File: config.mk
export PLATFORM = sky130hd
export DESIGN_NAME = usi_multi_master_bus_flat
export DESIGN_NICKNAME = d
export VERILOG_FILES = /design/src/rtl/usi_multi_master_bus_if.sv /design/src/rtl/usi_multi_master_bus.sv /design/src/flat_wrapper.sv
export SDC_FILE = /design/constraint.sdc
export NUM_CORES = 1
export LEC_CHECK = 0
export BUFFER_PORTS_ARGS = -buffer_cell sky130_fd_sc_hd__buf_2
export CAP_MARGIN = 20
export CORE_AREA = 2 2 191 193
export CTS_CLUSTER_SIZE = 14
export DETAILED_ROUTE_END_ITERATION = 16
export DIE_AREA = 0 0 193 195
export GPL_TIMING_DRIVEN = 0
export PLACE_DENSITY = 0.49
export SETUP_SLACK_MARGIN = 0.5
export SKIP_CTS_REPAIR_TIMING = 1
export SYNTH_ARGS = -nofsm -noshare
export SYNTH_HDL_FRONTEND = slang
export SYNTH_SLANG_ARGS = --single-unit
File: constraint.sdc
create_clock -name iSysClk -period 2.91 [get_ports iSysClk]
set_clock_uncertainty 0.05 [all_clocks]
set_input_delay 0.582 -clock iSysClk [delete_from_list [all_inputs] [get_ports iSysClk]]
set_output_delay 0.582 -clock iSysClk [all_outputs]
set_load 0.05 [all_outputs]
File: src/rtl/usi_multi_master_bus_if.sv
// rtl/usi_multi_master_bus_if.sv - master-side and slave-side signal bundle of the USI/F interconnect
interface usi_multi_master_bus_if #(
    parameter int pMasterNum  = 2,
    parameter int pSlaveNum   = 9,
    parameter int pBusDataBit = 32,
    parameter int pBusAdrsBit = 16
);
    logic [pMasterNum-1:0]             iMUsiReq;
    logic [pMasterNum-1:0]             iMUsiWEd;
    logic [pMasterNum-1:0]             iMUsiLock;
    logic [pMasterNum*pBusAdrsBit-1:0] iMUsiAdrs;
    logic [pMasterNum*pBusDataBit-1:0] iMUsiWd;
    logic [pBusDataBit-1:0]            oMUsiRd;
    logic [pMasterNum-1:0]             oMUsiAck;
    logic                              oMUsiErr;
    logic [pMasterNum-1:0]             oMUsiGnt;
    logic [pBusAdrsBit-1:0]            oSUsiAdrs;
    logic [pBusDataBit-1:0]            oSUsiWd;
    logic                              oSUsiWCke;
    logic                              oSUsiRCke;
    logic [pSlaveNum-1:0]              oSUsiSel;
    logic [pSlaveNum*pBusDataBit-1:0]  iSUsiRd;
    logic [pSlaveNum-1:0]              iSUsiVd;

    // Environment view: requesting masters plus responding peripheral blocks.
    modport master (
        output iMUsiReq, iMUsiWEd, iMUsiLock, iMUsiAdrs, iMUsiWd, iSUsiRd, iSUsiVd,
        input  oMUsiRd, oMUsiAck, oMUsiErr, oMUsiGnt,
        input  oSUsiAdrs, oSUsiWd, oSUsiWCke, oSUsiRCke, oSUsiSel
    );

    // Interconnect view.
    modport slave (
        input  iMUsiReq, iMUsiWEd, iMUsiLock, iMUsiAdrs, iMUsiWd, iSUsiRd, iSUsiVd,
        output oMUsiRd, oMUsiAck, oMUsiErr, oMUsiGnt,
        output oSUsiAdrs, oSUsiWd, oSUsiWCke, oSUsiRCke, oSUsiSel
    );
endinterface

File: src/rtl/usi_multi_master_bus.sv
// rtl/usi_multi_master_bus.sv - round-robin multi-master USI/F interconnect with lock, decode, wait and timeout
module usi_multi_master_bus #(
    parameter int pMasterNum    = 2,
    parameter int pSlaveNum     = 9,
    parameter int pBusDataBit   = 32,
    parameter int pBusAdrsBit   = 16,
    parameter int pBlockAdrsMap = 8,
    parameter int pTimeout      = 16
) (
    input  logic                  iSysClk,
    input  logic                  iSysRst,
    usi_multi_master_bus_if.slave bus
);
    localparam int GW = (pMasterNum > 1) ? $clog2(pMasterNum) : 1;
    localparam int SW = (pSlaveNum > 1) ? $clog2(pSlaveNum) : 1;
    localparam int TW = $clog2(pTimeout);
    localparam logic [TW-1:0] TLAST = TW'(pTimeout - 1);
    localparam logic [GW-1:0] GRST  = GW'(pMasterNum - 1);

    typedef enum logic [1:0] {IDLE, ISSUE, WAIT, DONE} state_t;

    state_t                  state_q, state_d;
    logic [GW-1:0]           last_q, last_d;
    logic [GW-1:0]           gidx_q, gidx_d;
    logic [SW-1:0]           sid_q, sid_d;
    logic [TW-1:0]           timer_q, timer_d;
    logic                    wed_q, wed_d;
    logic [pMasterNum-1:0]   gnt_q, gnt_d;
    logic [pMasterNum-1:0]   ack_q, ack_d;
    logic [pSlaveNum-1:0]    sel_q, sel_d;
    logic [pBusAdrsBit-1:0]  adrs_q, adrs_d;
    logic [pBusDataBit-1:0]  wd_q, wd_d;
    logic [pBusDataBit-1:0]  rd_q, rd_d;
    logic                    err_q, err_d;
    logic                    wcke_q, wcke_d;
    logic                    rcke_q, rcke_d;

    logic                    arb_found;
    logic [GW-1:0]           arb_idx;
    logic [pBusAdrsBit-1:0]  arb_adrs;
    int                      blk;
    logic                    vd_sel;
    logic [pBusDataBit-1:0]  rd_sel;

    assign arb_adrs = bus.iMUsiAdrs[arb_idx*pBusAdrsBit +: pBusAdrsBit];
    assign blk      = int'(arb_adrs[pBusAdrsBit-1 -: pBlockAdrsMap]);
    assign vd_sel   = bus.iSUsiVd[sid_q];
    assign rd_sel   = bus.iSUsiRd[sid_q*pBusDataBit +: pBusDataBit];

    // Pick the winner: a locked previous holder keeps the bus, otherwise first requester after last grant.
    always_comb begin : arb
        int cand;
        cand      = 0;
        arb_found = 1'b0;
        arb_idx   = '0;
        if (bus.iMUsiReq[last_q] && bus.iMUsiLock[last_q]) begin
            arb_found = 1'b1;
            arb_idx   = last_q;
        end else begin
            // Descending scan so the nearest requester after last_q is written last and wins.
            for (int i = pMasterNum; i >= 1; i--) begin
                cand = (int'(last_q) + i) % pMasterNum;
                if (bus.iMUsiReq[cand]) begin
                    arb_found = 1'b1;
                    arb_idx   = GW'(cand);
                end
            end
        end
    end

    // Transfer sequencing and next values of every registered output.
    always_comb begin
        state_d = state_q;
        last_d  = last_q;
        gidx_d  = gidx_q;
        sid_d   = sid_q;
        timer_d = timer_q;
        wed_d   = wed_q;
        gnt_d   = gnt_q;
        sel_d   = sel_q;
        adrs_d  = adrs_q;
        wd_d    = wd_q;
        ack_d   = '0;
        rd_d    = '0;
        err_d   = 1'b0;
        wcke_d  = 1'b0;
        rcke_d  = 1'b0;
        case (state_q)
            IDLE: begin
                if (arb_found) begin
                    gidx_d          = arb_idx;
                    gnt_d           = '0;
                    gnt_d[arb_idx]  = 1'b1;
                    adrs_d          = arb_adrs;
                    wd_d            = bus.iMUsiWd[arb_idx*pBusDataBit +: pBusDataBit];
                    wed_d           = bus.iMUsiWEd[arb_idx];
                    sel_d           = '0;
                    sid_d           = '0;
                    // Block id k+1 addresses slave k; id 0 and ids past the last slave stay unselected.
                    if (blk >= 1 && blk <= pSlaveNum) begin
                        sid_d        = SW'(blk - 1);
                        sel_d[sid_d] = 1'b1;
                        wcke_d       = wed_d;
                        rcke_d       = ~wed_d;
                    end
                    state_d = ISSUE;
                end
            end
            ISSUE: begin
                timer_d = '0;
                if (sel_q == '0) begin
                    err_d   = 1'b1;
                    ack_d   = gnt_q;
                    state_d = DONE;
                end else if (wed_q) begin
                    ack_d   = gnt_q;
                    state_d = DONE;
                end else if (vd_sel) begin
                    rd_d    = rd_sel;
                    ack_d   = gnt_q;
                    state_d = DONE;
                end else begin
                    state_d = WAIT;
                end
            end
            WAIT: begin
                if (vd_sel) begin
                    rd_d    = rd_sel;
                    ack_d   = gnt_q;
                    state_d = DONE;
                end else if (timer_q == TLAST) begin
                    err_d   = 1'b1;
                    ack_d   = gnt_q;
                    state_d = DONE;
                end else begin
                    timer_d = timer_q + 1'b1;
                end
            end
            DONE: begin
                last_d  = gidx_q;
                gnt_d   = '0;
                sel_d   = '0;
                state_d = IDLE;
            end
            default: state_d = IDLE;
        endcase
    end

    // State and output registers; reset abandons any transfer in flight.
    always_ff @(posedge iSysClk) begin
        if (iSysRst) begin
            state_q <= IDLE;
            last_q  <= GRST;
            gidx_q  <= '0;
            sid_q   <= '0;
            timer_q <= '0;
            wed_q   <= 1'b0;
            gnt_q   <= '0;
            ack_q   <= '0;
            sel_q   <= '0;
            adrs_q  <= '0;
            wd_q    <= '0;
            rd_q    <= '0;
            err_q   <= 1'b0;
            wcke_q  <= 1'b0;
            rcke_q  <= 1'b0;
        end else begin
            state_q <= state_d;
            last_q  <= last_d;
            gidx_q  <= gidx_d;
            sid_q   <= sid_d;
            timer_q <= timer_d;
            wed_q   <= wed_d;
            gnt_q   <= gnt_d;
            ack_q   <= ack_d;
            sel_q   <= sel_d;
            adrs_q  <= adrs_d;
            wd_q    <= wd_d;
            rd_q    <= rd_d;
            err_q   <= err_d;
            wcke_q  <= wcke_d;
            rcke_q  <= rcke_d;
        end
    end

    assign bus.oMUsiRd   = rd_q;
    assign bus.oMUsiAck  = ack_q;
    assign bus.oMUsiErr  = err_q;
    assign bus.oMUsiGnt  = gnt_q;
    assign bus.oSUsiAdrs = adrs_q;
    assign bus.oSUsiWd   = wd_q;
    assign bus.oSUsiWCke = wcke_q;
    assign bus.oSUsiRCke = rcke_q;
    assign bus.oSUsiSel  = sel_q;
endmodule
File: src/flat_wrapper.sv
// flat-port wrapper written by rule: the top's interface ports become plain ports
module usi_multi_master_bus_flat 
#(
    parameter int pMasterNum    = 2,
    parameter int pSlaveNum     = 9,
    parameter int pBusDataBit   = 32,
    parameter int pBusAdrsBit   = 16,
    parameter int pBlockAdrsMap = 8,
    parameter int pTimeout      = 16
)
  (iSysClk, iSysRst, bus_iMUsiReq, bus_iMUsiWEd, bus_iMUsiLock, bus_iMUsiAdrs, bus_iMUsiWd, bus_iSUsiRd, bus_iSUsiVd, bus_oMUsiRd, bus_oMUsiAck, bus_oMUsiErr, bus_oMUsiGnt, bus_oSUsiAdrs, bus_oSUsiWd, bus_oSUsiWCke, bus_oSUsiRCke, bus_oSUsiSel);
  usi_multi_master_bus_if #(.pMasterNum(pMasterNum), .pSlaveNum(pSlaveNum), .pBusDataBit(pBusDataBit), .pBusAdrsBit(pBusAdrsBit)) bus_i ();
  input  logic iSysClk;
  input  logic iSysRst;
  input wire logic [$bits(bus_i.iMUsiReq)-1:0] bus_iMUsiReq;
  input wire logic [$bits(bus_i.iMUsiWEd)-1:0] bus_iMUsiWEd;
  input wire logic [$bits(bus_i.iMUsiLock)-1:0] bus_iMUsiLock;
  input wire logic [$bits(bus_i.iMUsiAdrs)-1:0] bus_iMUsiAdrs;
  input wire logic [$bits(bus_i.iMUsiWd)-1:0] bus_iMUsiWd;
  input wire logic [$bits(bus_i.iSUsiRd)-1:0] bus_iSUsiRd;
  input wire logic [$bits(bus_i.iSUsiVd)-1:0] bus_iSUsiVd;
  output wire logic [$bits(bus_i.oMUsiRd)-1:0] bus_oMUsiRd;
  output wire logic [$bits(bus_i.oMUsiAck)-1:0] bus_oMUsiAck;
  output wire logic [$bits(bus_i.oMUsiErr)-1:0] bus_oMUsiErr;
  output wire logic [$bits(bus_i.oMUsiGnt)-1:0] bus_oMUsiGnt;
  output wire logic [$bits(bus_i.oSUsiAdrs)-1:0] bus_oSUsiAdrs;
  output wire logic [$bits(bus_i.oSUsiWd)-1:0] bus_oSUsiWd;
  output wire logic [$bits(bus_i.oSUsiWCke)-1:0] bus_oSUsiWCke;
  output wire logic [$bits(bus_i.oSUsiRCke)-1:0] bus_oSUsiRCke;
  output wire logic [$bits(bus_i.oSUsiSel)-1:0] bus_oSUsiSel;
  assign bus_i.iMUsiReq = bus_iMUsiReq;
  assign bus_i.iMUsiWEd = bus_iMUsiWEd;
  assign bus_i.iMUsiLock = bus_iMUsiLock;
  assign bus_i.iMUsiAdrs = bus_iMUsiAdrs;
  assign bus_i.iMUsiWd = bus_iMUsiWd;
  assign bus_i.iSUsiRd = bus_iSUsiRd;
  assign bus_i.iSUsiVd = bus_iSUsiVd;
  assign bus_oMUsiRd = bus_i.oMUsiRd;
  assign bus_oMUsiAck = bus_i.oMUsiAck;
  assign bus_oMUsiErr = bus_i.oMUsiErr;
  assign bus_oMUsiGnt = bus_i.oMUsiGnt;
  assign bus_oSUsiAdrs = bus_i.oSUsiAdrs;
  assign bus_oSUsiWd = bus_i.oSUsiWd;
  assign bus_oSUsiWCke = bus_i.oSUsiWCke;
  assign bus_oSUsiRCke = bus_i.oSUsiRCke;
  assign bus_oSUsiSel = bus_i.oSUsiSel;
  usi_multi_master_bus #(.pMasterNum(pMasterNum), .pSlaveNum(pSlaveNum), .pBusDataBit(pBusDataBit), .pBusAdrsBit(pBusAdrsBit), .pBlockAdrsMap(pBlockAdrsMap), .pTimeout(pTimeout)) u_core (.iSysClk(iSysClk), .iSysRst(iSysRst), .bus(bus_i));
endmodule
==> metrics.txt, run 1 <==
share of the synthesized area in the top cell type 31.2%; multi-input gate area in the final layout 4600 um^2; M1 GR Usage 23.4%; initial antenna violation count 9; fill count 3,843; Layout area overhead 53.0%; met3 GRT Util 4.48%; 1st-iter DRT viols 392; Placed Area 10,100 um^2; Final Setup Violations 0; CP max FO 8; Synth async-reset ratio 0%; Die H 195 um; Post-Synth Simple-Gate Area 12.9%; adder-cell share of the synthesized area 1.79%; nature of the critical path endpoint flop; core area 35,400 um^2; Seq/Total Area, Yosys 31.2%; Top FF cell, synth dfxtp_1; Starting Density 19.8%; Syn Nets 1,097; CP Class in -> reg; synthesis-stage register bit count 109; number of flops mapped to enable cells by yosys 0; Leak 4.95 nW; vias in the first global route 7,558; Max stage delay on crit path 280 ps; M2 GR Usage 26.9%; Worst-path clk slew 90 ps; DR WL/cell 20.2 um; Synth area leader dfxtp_1; crit-path most repeated cell buf_6; grt ovf 0; DRT Pass-1 Iters 4; Seq. cell area 2180 um^2; Hold Crit Class in -> reg; Slowest cell on crit path o211a_4; DRC 0; main combinational cell family by area after synthesis multiplexers; GR peak layer met2; pre-CTS setup slack -240 ps; first-pass GRT wire length 47.4 mm; # H-tree levels 3; pwr/cell area 609 nW/um^2; post-DP HPWL 28.1 mm; Post-Synthesis Cell Area 7000 um^2; Slew Viols, Final 0; clk sinks 109; Worst Tran Pin Value 942 ps; Worst Setup Start Kind input pin; mux cell area share after synthesis 34.2%; outcome completed; largest net degree at the start of global routing 20; worst path arrival time 2950 ps; fin crit share 93.9%; clock buffer count from CTS 9; GRT Total Usage 17.1%; share of layout cells above drive strength 1 53.7%; std cell rows 69; design area 10,700 um^2; maxcap violations 0; Synth cell types 59; maximum VDD drop 302 uV; Buf/Inv on CP 8; Slew headroom 37.2%; IO Pins 497; Mapped Avg Cell Area 10.2 um^2; worst path required time 3130 ps; compound-cell area share of the yosys netlist 14.3%; synthesis warning total 0; final wirelength 34.0 mm; ANT nets after route 0; Setup WS post-layout 177 ps; largest cells by area after synthesis dfxtp_1 (31%), mux4_2 (21%), mux2i_1 (13%), nor2_1 (6.6%), a211oi_1 (5.6%); Finished Layout Cells 1,684; delay-heaviest family, CP buffers and inverters; cell count after synthesis 686; vias per cell 4.57; clock latency on the worst-skew pair 370 ps; global placement routability congestion 0.914; final hold violation count 0; die area 37,600 um^2; Final #Nets 1,623; CTS tree built; fmax 366 MHz; Die Span X 193 um; root buf cell clkbuf_16; RSZ-0062 raised after global routing true; CTS max path bufs 2; Port Buf Inserts 491; Critical Path, Cell by Cell buf_2 > or2_4 > a31o_1 > buf_6 > buf_12 > mux2i_4 > buf_6 > buf_6 > buf_6 > ha_4 > inv_4 > a211oi_4 > buf_6 > o211a_4 > a32o_1; Synth Area in XOR/XNOR 0.626%; Placed Cells 1,638; Final Critical Period 2730 ps; Via Count 7,703
==> cells in the final DEF (no fill, tap or decap), types with 5 or more instances in the layout <==
cell type	n
buf_2	501
nor2_1	123
dfxtp_1	108
mux2i_1	89
mux4_2	64
a211oi_1	52
a21oi_1	40
buf_4	30
clkbuf_1	28
nand2_1	14
inv_1	10
buf_6	10
clkbuf_16	9
ha_1	8
nor3_1	7
diode_2	6
a32o_1	6
clkbuf_2	5
nand3b_1	5
o211ai_1	5
==> cell families (layout without fill, tap and decap cells) <==
kind of cell    after synthesis  count (layout)
compound gates              139             139
xor+xnor                      5               5
fa+ha+maj                    10              10
buf+inv                      73             604
flops                       109             109
mux                         159             159
other cells                   0               6
simple gates                191             191
==> synthesized netlist by cell type, types with 3 or more instances <==
| cell | n |
|---|---|
| ha_1 | 10 |
| nand3b_1 | 5 |
| a21oi_1 | 41 |
| nand2_1 | 15 |
| nor4_1 | 3 |
| nor2b_1 | 4 |
| mux4_2 | 64 |
| nor2_1 | 123 |
| a211oi_1 | 52 |
| buf_1 | 3 |
| inv_1 | 11 |
| and2_1 | 3 |
| and3b_1 | 3 |
| nor3b_1 | 5 |
| nor3_1 | 8 |
| nand3_1 | 4 |
| a32o_1 | 6 |
| and3_1 | 4 |
| o21a_1 | 4 |
| o21ai_0 | 3 |
| dfxtp_1 | 109 |
| xnor2_1 | 4 |
| mux2i_1 | 93 |
| buf_4 | 12 |
| or3_1 | 3 |
| nand2b_1 | 3 |
| a22o_1 | 3 |
| buf_2 | 11 |
| o211ai_1 | 5 |
| clkbuf_1 | 34 |
==> where the power goes <==
part	internal (mW)	total (mW)	leakage, nW	switching, mW
clock network	0.603	1.25	0.141	0.648
registers	1.81	1.97	0.891	0.162
logic	1.05	3.30	3.92	2.25
total	3.46	6.52	4.95	3.06
==> worst min-delay path: stages <==
cell and delay [ps]:
buf_2 80, a21oi_1 50, nor2_1 70
==> flip-flops by register name (all words and copies together), names as in the netlist, 2 cells and up <==
signal / cells
u_core.bus.oMUsiRd: 32
u_core.sid_q: 4
u_core.bus.oSUsiAdrs: 16
u_core.bus.oSUsiSel: 9
u_core.bus.oMUsiGnt: 2
u_core.state_q: 2
u_core.bus.oMUsiAck: 2
u_core.bus.oSUsiWd: 32
u_core.timer_q: 4
==> routing by layer <==
layer / routed length (um) / up-vias
met1: 15400 / 3746
met2: 15700 / 265
met4: 433 / 8
li1: - / 3649
met5: 47 / -
met3: 2370 / 35
==> worst paths after layout <==
path,start,endpoint,slack (ps),cells after the start
hold / removal,bus_iSUsiRd[266],u_core.bus.oMUsiRd[10]$_SDFF_PP0_,390,3
hold reg to reg,u_core.timer_q[1]$_SDFFE_PP0P_,u_core.timer_q[1]$_SDFFE_PP0P_,440,2
setup reg to reg,u_core.last_q$_SDFFE_PP1P_,u_core.bus.oSUsiSel[6]$_SDFFE_PP0P_,200,14
setup / recovery,bus_iMUsiLock[0],u_core.bus.oSUsiSel[6]$_SDFFE_PP0P_,180,15
==> area by class of cell <==
type / count / share of cell area [%]
Antenna cell: 6 / 0.140
Clock inverter: 6 / 0.502
Buffer: 62 / 3.27
Tap cell: 461 / 5.39
Inverter: 11 / 0.409
Multi-Input combinational cell: 504 / 43.0
Clock buffer: 10 / 2.14
Timing Repair Buffer: 515 / 24.8
Sequential cell: 109 / 20.4
==> stage by stage <==
| stage | utilization (%) | hold WS, ps | setup TNS (ps) | power, mW |
|---|---|---|---|---|
| after floorplan | - | 396 | 0 | 4.20 |
| after global placement | 28.5 | 415 | -2380 | 5.19 |
| after detailed placement | 28.5 | 424 | -2590 | 5.22 |
| after CTS | 29.3 | 378 | -52.0 | 6.51 |
| after global routing | 30.2 | 393 | 0 | 6.91 |
| final | 30.3 | 393 | 0 | 6.52 |
(Power assumes the default switching activity.)
==> run 2: changes to the inputs <==
--- a/config.mk
+++ b/config.mk
@@ -12,7 +12,6 @@
 export DETAILED_ROUTE_END_ITERATION = 16
 export DIE_AREA = 0 0 193 195
 export GPL_TIMING_DRIVEN = 0
-export PLACE_DENSITY = 0.49
 export SETUP_SLACK_MARGIN = 0.5
 export SKIP_CTS_REPAIR_TIMING = 1
 export SYNTH_ARGS = -nofsm -noshare
==> run 2 against run 1 <==
Routed wire length fell by 1.8%. Sequential share of layout area fell by 0.066 points. Combinational power barely moved. Utilization rose by 0.099 points. First-iteration DRC count rose by 25%. Largest cell class unchanged. Register-to-register slack improved by 120 ps. Global-route usage fell by 0.20 points. Sequential power barely moved. Cell count fell by 0.83%. Clock power rose by 9.6%. Die area did not move. Worst setup slack improved by 130 ps.
==> metrics.txt, run 2 (same netlist as run 1, synthesis figures left out) <==
outcome completed; Buf/Inv on CP 3; CTS max path bufs 2; DR top layer met5; Slew Viols, Final 0; grt ovf 0; initial antenna violation count 4; Critical Path, Cell by Cell buf_2 > or2_4 > a31o_1 > buf_6 > buf_12 > mux2i_4 > ha_4 > nand2b_4 > xnor2_4 > mux2i_4 > o211a_4 > a32o_1; worst path arrival time 2820 ps; CP max FO 8; Hold Slack 396 ps; DRT Pass-1 Iters 6; Worst Tran Pin Value 899 ps; met3 wire len 2.04 mm; core area 35,400 um^2; clock latency on the worst-skew pair 370 ps; ANT nets after route 0; first-pass GRT wire length 47.1 mm; nature of the critical path endpoint flop; die area 37,600 um^2; Starting Density 19.8%; clk sinks 109; share of layout cells above drive strength 1 54.2%; IO Pins 497; # H-tree levels 3; Placed Cells 1,638; vias in the first global route 7,639; Finished Layout Cells 1,670; crit-path most repeated cell mux2i_4; Via Count 7,765; Hold Crit Class in -> reg; Die Span X 193 um; most common cell after layout, fill and taps aside buf_2; Pwr Total 6.63 mW; Placed Area 10,100 um^2; design area 10,700 um^2; Leak 4.96 nW; GRT Total Usage 16.9%; std cell rows 69; worst path required time 3130 ps; maxcap violations 0; vias per cell 4.65; routed length on met1 15.0 mm; Slew headroom 40.1%; Final Critical Period 2610 ps; post-DP HPWL 27.8 mm; Worst-path clk slew 80 ps; largest net degree at the start of global routing 22; CTS tree built; clock buffer count from CTS 9; Port Buf Inserts 491; maximum VDD drop 332 uV; Layout area overhead 53.5%; fin crit share 89.6%; fmax 384 MHz; Worst Setup Start Kind input pin; RSZ-0062 raised after global routing true; Final #Nets 1,612; DRC 0; DR WL met2 15.8 mm; Slowest cell on crit path o211a_4; 1st-iter DRT viols 491; DR WL/cell 20.0 um; fill count 3,797; pwr/cell area 617 nW/um^2; Max stage delay on crit path 300 ps; global placement routability congestion 0.900; commonest non-fill, non-tap cells in the layout buf_2 (501), nor2_1 (123), dfxtp_1 (108); Final Setup Violations 0; root buf cell clkbuf_16; delay-heaviest family, CP compound AO/OA/AOI/OAI gates; CP Class in -> reg; final hold violation count 0; Die H 195 um; final wirelength 33.4 mm
## run 2: cell types whose count changed in the layout (fill, tap and decap cells not counted), moves of 2 or more
| cell | change |
|---|---|
| buf_4 | -10 |
| clkbuf_1 | -5 |
| clkbuf_2 | +4 |
| buf_6 | -3 |
| diode_2 | -3 |
| mux2i_1 | -3 |
| mux2i_4 | +3 |
| inv_2 | +2 |
| inv_6 | -2 |
| inv_8 | +2 |
| nand2b_1 | -2 |
| nand2b_4 | +2 |
| xnor2_1 | -2 |
| xnor2_4 | +2 |
## run 2: worst paths after layout
| kind | startpoint | endpoint | slack (ps) | cells past startpoint |
|---|---|---|---|---|
| max reg2reg | u_core.last_q$_SDFFE_PP1P_ | u_core.bus.oSUsiSel[5]$_SDFFE_PP0P_ | 320 | 11 |
| min reg2reg | u_core.gidx_q$_SDFFE_PP0P_ | u_core.last_q$_SDFFE_PP1P_ | 450 | 2 |
| max | bus_iMUsiLock[0] | u_core.bus.oSUsiSel[5]$_SDFFE_PP0P_ | 300 | 12 |
| min | bus_iSUsiRd[270] | u_core.bus.oMUsiRd[14]$_SDFF_PP0_ | 400 | 3 |
## run 2: power by group
group	internal (mW)	switching (mW)
clock network	0.703	0.662
registers	1.81	0.166
logic	1.05	2.24
total	3.56	3.07
## run 2: through the flow
step	util, %	setup slack [ps]	setup TNS [ps]
2_1_floorplan	-	187	0
3_3_place_gp	28.5	-229	-2410
3_5_place_dp	28.5	-249	-2620
4_1_cts	29.4	-43.7	-43.7
5_1_grt	30.4	235	0
6_report	30.4	303	0
## run 2: routing by layer
layer	track usage, %	vias up
met3	3.67	28
li1	-	3628
met2	27.6	299
met1	22.4	3808
met4	4.83	2
met5	0	-
## run 2: layout make-up
cell class	count	area [um^2]	share of cell area (%)
multi-input combinational	504	4670	43.5
antenna	3	7.51	0.0699
sequential	109	2180	20.3
timing repair buffer	504	2570	24.0
clock inverter	7	100	0.932
inverter	11	41.3	0.384
clock buffer	9	225	2.10
buffer	62	363	3.38
tap	461	577	5.37
## run 2: worst register-to-register path, stage by stage, from the launching register on
cell,delay (ps)
dfxtp_2,340
or2_4,250
a31o_1,190
buf_6,130
buf_12,130
mux2i_4,280
ha_4,230
nand2b_4,80
xnor2_4,160
mux2i_4,130
o211a_4,300
a32o_1,220
==> run 3: changes to the inputs <==
--- a/config.mk
+++ b/config.mk
@@ -5,12 +5,13 @@
 export SDC_FILE = /design/constraint.sdc
 export NUM_CORES = 1
 export LEC_CHECK = 0
+export ABC_AREA = 1
 export BUFFER_PORTS_ARGS = -buffer_cell sky130_fd_sc_hd__buf_2
 export CAP_MARGIN = 20
-export CORE_AREA = 2 2 191 193
+export CORE_AREA = 2 2 196 198
 export CTS_CLUSTER_SIZE = 14
 export DETAILED_ROUTE_END_ITERATION = 16
-export DIE_AREA = 0 0 193 195
+export DIE_AREA = 0 0 198 200
 export GPL_TIMING_DRIVEN = 0
 export SETUP_SLACK_MARGIN = 0.5
 export SKIP_CTS_REPAIR_TIMING = 1
==> run 3 against run 2 <==
Critical endpoint is now u_core.bus.oMUsiRd[8]$_SDFF_PP0_. Synthesized area fell by 4.1%. First-iteration DRC count fell by 3.7%. Routed wire length grew 26%. Sequential power decreased by 5%. Final area is 4.7% lower. Worst setup slack improved by 230 ps. Die area up 5.2%.
==> metrics.txt, run 3 <==
Final Critical Period 2380 ps; Post-Synthesis Cell Area 6710 um^2; Post-Synth Simple-Gate Area 27.6%; vias in the first global route 9,597; post-DP HPWL 34.9 mm; fin crit share 81.7%; Max stage delay on crit path 410 ps; RSZ-0062 raised after global routing true; pre-CTS setup slack 109 ps; final wirelength 42.1 mm; compound-cell area share of the yosys netlist 29.5%; Finished Layout Cells 2,074; largest cells by area after synthesis dfxtp_1 (33%), nand2_1 (12%), nor2_1 (11%), o21ai_0 (10%), o221ai_1 (5.5%); Die H 200 um; std cell rows 71; IO Pins 497; Worst-path clk slew 90 ps; CTS tree built; Leak 4.89 nW; Worst Tran Pin Value 685 ps; multi-input gate area in the final layout 4000 um^2; Synth area leader dfxtp_1; Synth cell types 30; setup tns final 0 ps; nature of the critical path endpoint flop; DR WL/cell 20.3 um; maximum VDD drop 455 uV; CTS max path bufs 2; GRT Total Usage 20.5%; Top FF cell, synth dfxtp_1; Slowest cell on crit path buf_1; Hold Crit Class in -> reg; synthesis-stage register bit count 109; Placed Area 9830 um^2; Syn Nets 1,455; cell count after synthesis 1,044; Seq. cell area 2180 um^2; Die Span X 198 um; Worst Setup Start Kind flop; global placement routability congestion 0.992; most common cell after layout, fill and taps aside buf_2; mux cell area share after synthesis 0%; final hold violation count 0; grt ovf 0; Synth async-reset ratio 0%; core area 37,400 um^2; main combinational cell family by area after synthesis compound AO/OA/AOI/OAI gates; die area 39,600 um^2; # H-tree levels 3; share of layout cells above drive strength 1 37.6%; root buf cell clkbuf_16; Port Buf Inserts 495; Critical Path, Cell by Cell clkbuf_4 > inv_1 > buf_4 > buf_1 > nor2_1 > o22ai_1 > o211ai_1 > a21oi_1; Setup WS post-layout 532 ps; delay-heaviest family, CP buffers and inverters; Final Setup Violations 0; DRT Pass-1 Iters 5; synthesis warning total 0; Starting Density 17.9%; first-pass GRT wire length 59.1 mm; Via Count 9,656; 1st-iter DRT viols 473; largest net degree at the start of global routing 21; DRC 0; Synth Area in XOR/XNOR 0.130%; Slew Viols, Final 0; CP max FO 10; Seq/Total Area, Yosys 32.5%; fill count 4,300; design area 10,200 um^2; Hold Slack 388 ps; maxcap violations 0; worst path required time 3170 ps; Mapped Avg Cell Area 6.43 um^2; Buf/Inv on CP 4; vias per cell 4.66; adder-cell share of the synthesized area 1.86%; Final #Nets 1,961; pwr/cell area 581 nW/um^2; Slew headroom 54.3%; number of flops mapped to enable cells by yosys 0; fmax 420 MHz; outcome completed; worst path arrival time 2640 ps; commonest non-fill, non-tap cells in the layout buf_2 (510), nand2_1 (214), nor2_1 (191); clock buffer count from CTS 9; Layout area overhead 52.5%; top cells by count, synth nand2_1 (215), nor2_1 (191), o21ai_0 (136); most common cell in the netlist nand2_1; CP Class reg -> reg; clk sinks 109; clock latency on the worst-skew pair 380 ps; share of the synthesized area in the top cell type 32.5%; initial antenna violation count 11; ANT nets after route 0; Placed Cells 2,050
run 3: stage by stage:
stage	total power, mW	util [%]
global placement	4.55	26.3
finish	5.95	27.4
detailed placement	4.57	26.3
floorplan	3.61	-
global route	6.33	27.4
CTS	6.02	27.1
run 3: cell families after synthesis:
group                    count (synthesis)
XOR/XNOR                                 1
AO/OA/AOI/OAI                          327
flip-flops                             109
AND/OR/NAND/NOR                        459
buffers and inverters                  138
adder cells (fa/ha/maj)                 10
run 3: layer usage:
metal	track usage, %	vias to the layer above	part of all wire (%)
li1	-	4595	-
met1	22.3	4450	38
met2	36.8	526	50
met3	5.12	77	8.0
met4	10.5	8	3.6
met5	0	-	0.14
run 3: area by class of cell:
| cell class | instances | area share (%) |
|---|---|---|
| antenna | 8 | 0.196 |
| buffer | 83 | 3.84 |
| clock buffer | 9 | 2.20 |
| clock inverter | 7 | 0.904 |
| inverter | 55 | 2.02 |
| multi-input combinational | 797 | 39.1 |
| sequential | 109 | 21.3 |
| tap | 511 | 6.25 |
| timing repair buffer | 495 | 24.2 |
run 3: worst register-to-register path: stages, from the launching register on:
cell and delay [ps]:
dfxtp_1 310, clkbuf_4 190, inv_1 190, buf_4 270, buf_1 420, nor2_1 160
o22ai_1 370, o211ai_1 130, a21oi_1 200
run 3: final timing paths:
path | startpoint | endpoint | slack (ps) | depth (start not counted)
setup / recovery | u_core.sid_q[0]$_SDFFE_PP0P_ | u_core.bus.oMUsiRd[8]$_SDFF_PP0_ | 530 | 8
hold / removal | bus_iSUsiRd[286] | u_core.bus.oMUsiRd[30]$_SDFF_PP0_ | 390 | 3
setup reg to reg | u_core.sid_q[0]$_SDFFE_PP0P_ | u_core.bus.oMUsiRd[8]$_SDFF_PP0_ | 530 | 8
hold reg to reg | u_core.bus.oMUsiGnt[1]$_SDFFE_PP0P_ | u_core.bus.oMUsiAck[1]$_SDFF_PP0_ | 430 | 2
run 3: power breakdown:
group	total (mW)	internal, mW	switching, mW
clock network	1.42	0.695	0.724
registers	1.88	1.74	0.148
logic	2.65	0.741	1.91
total	5.95	3.17	2.78
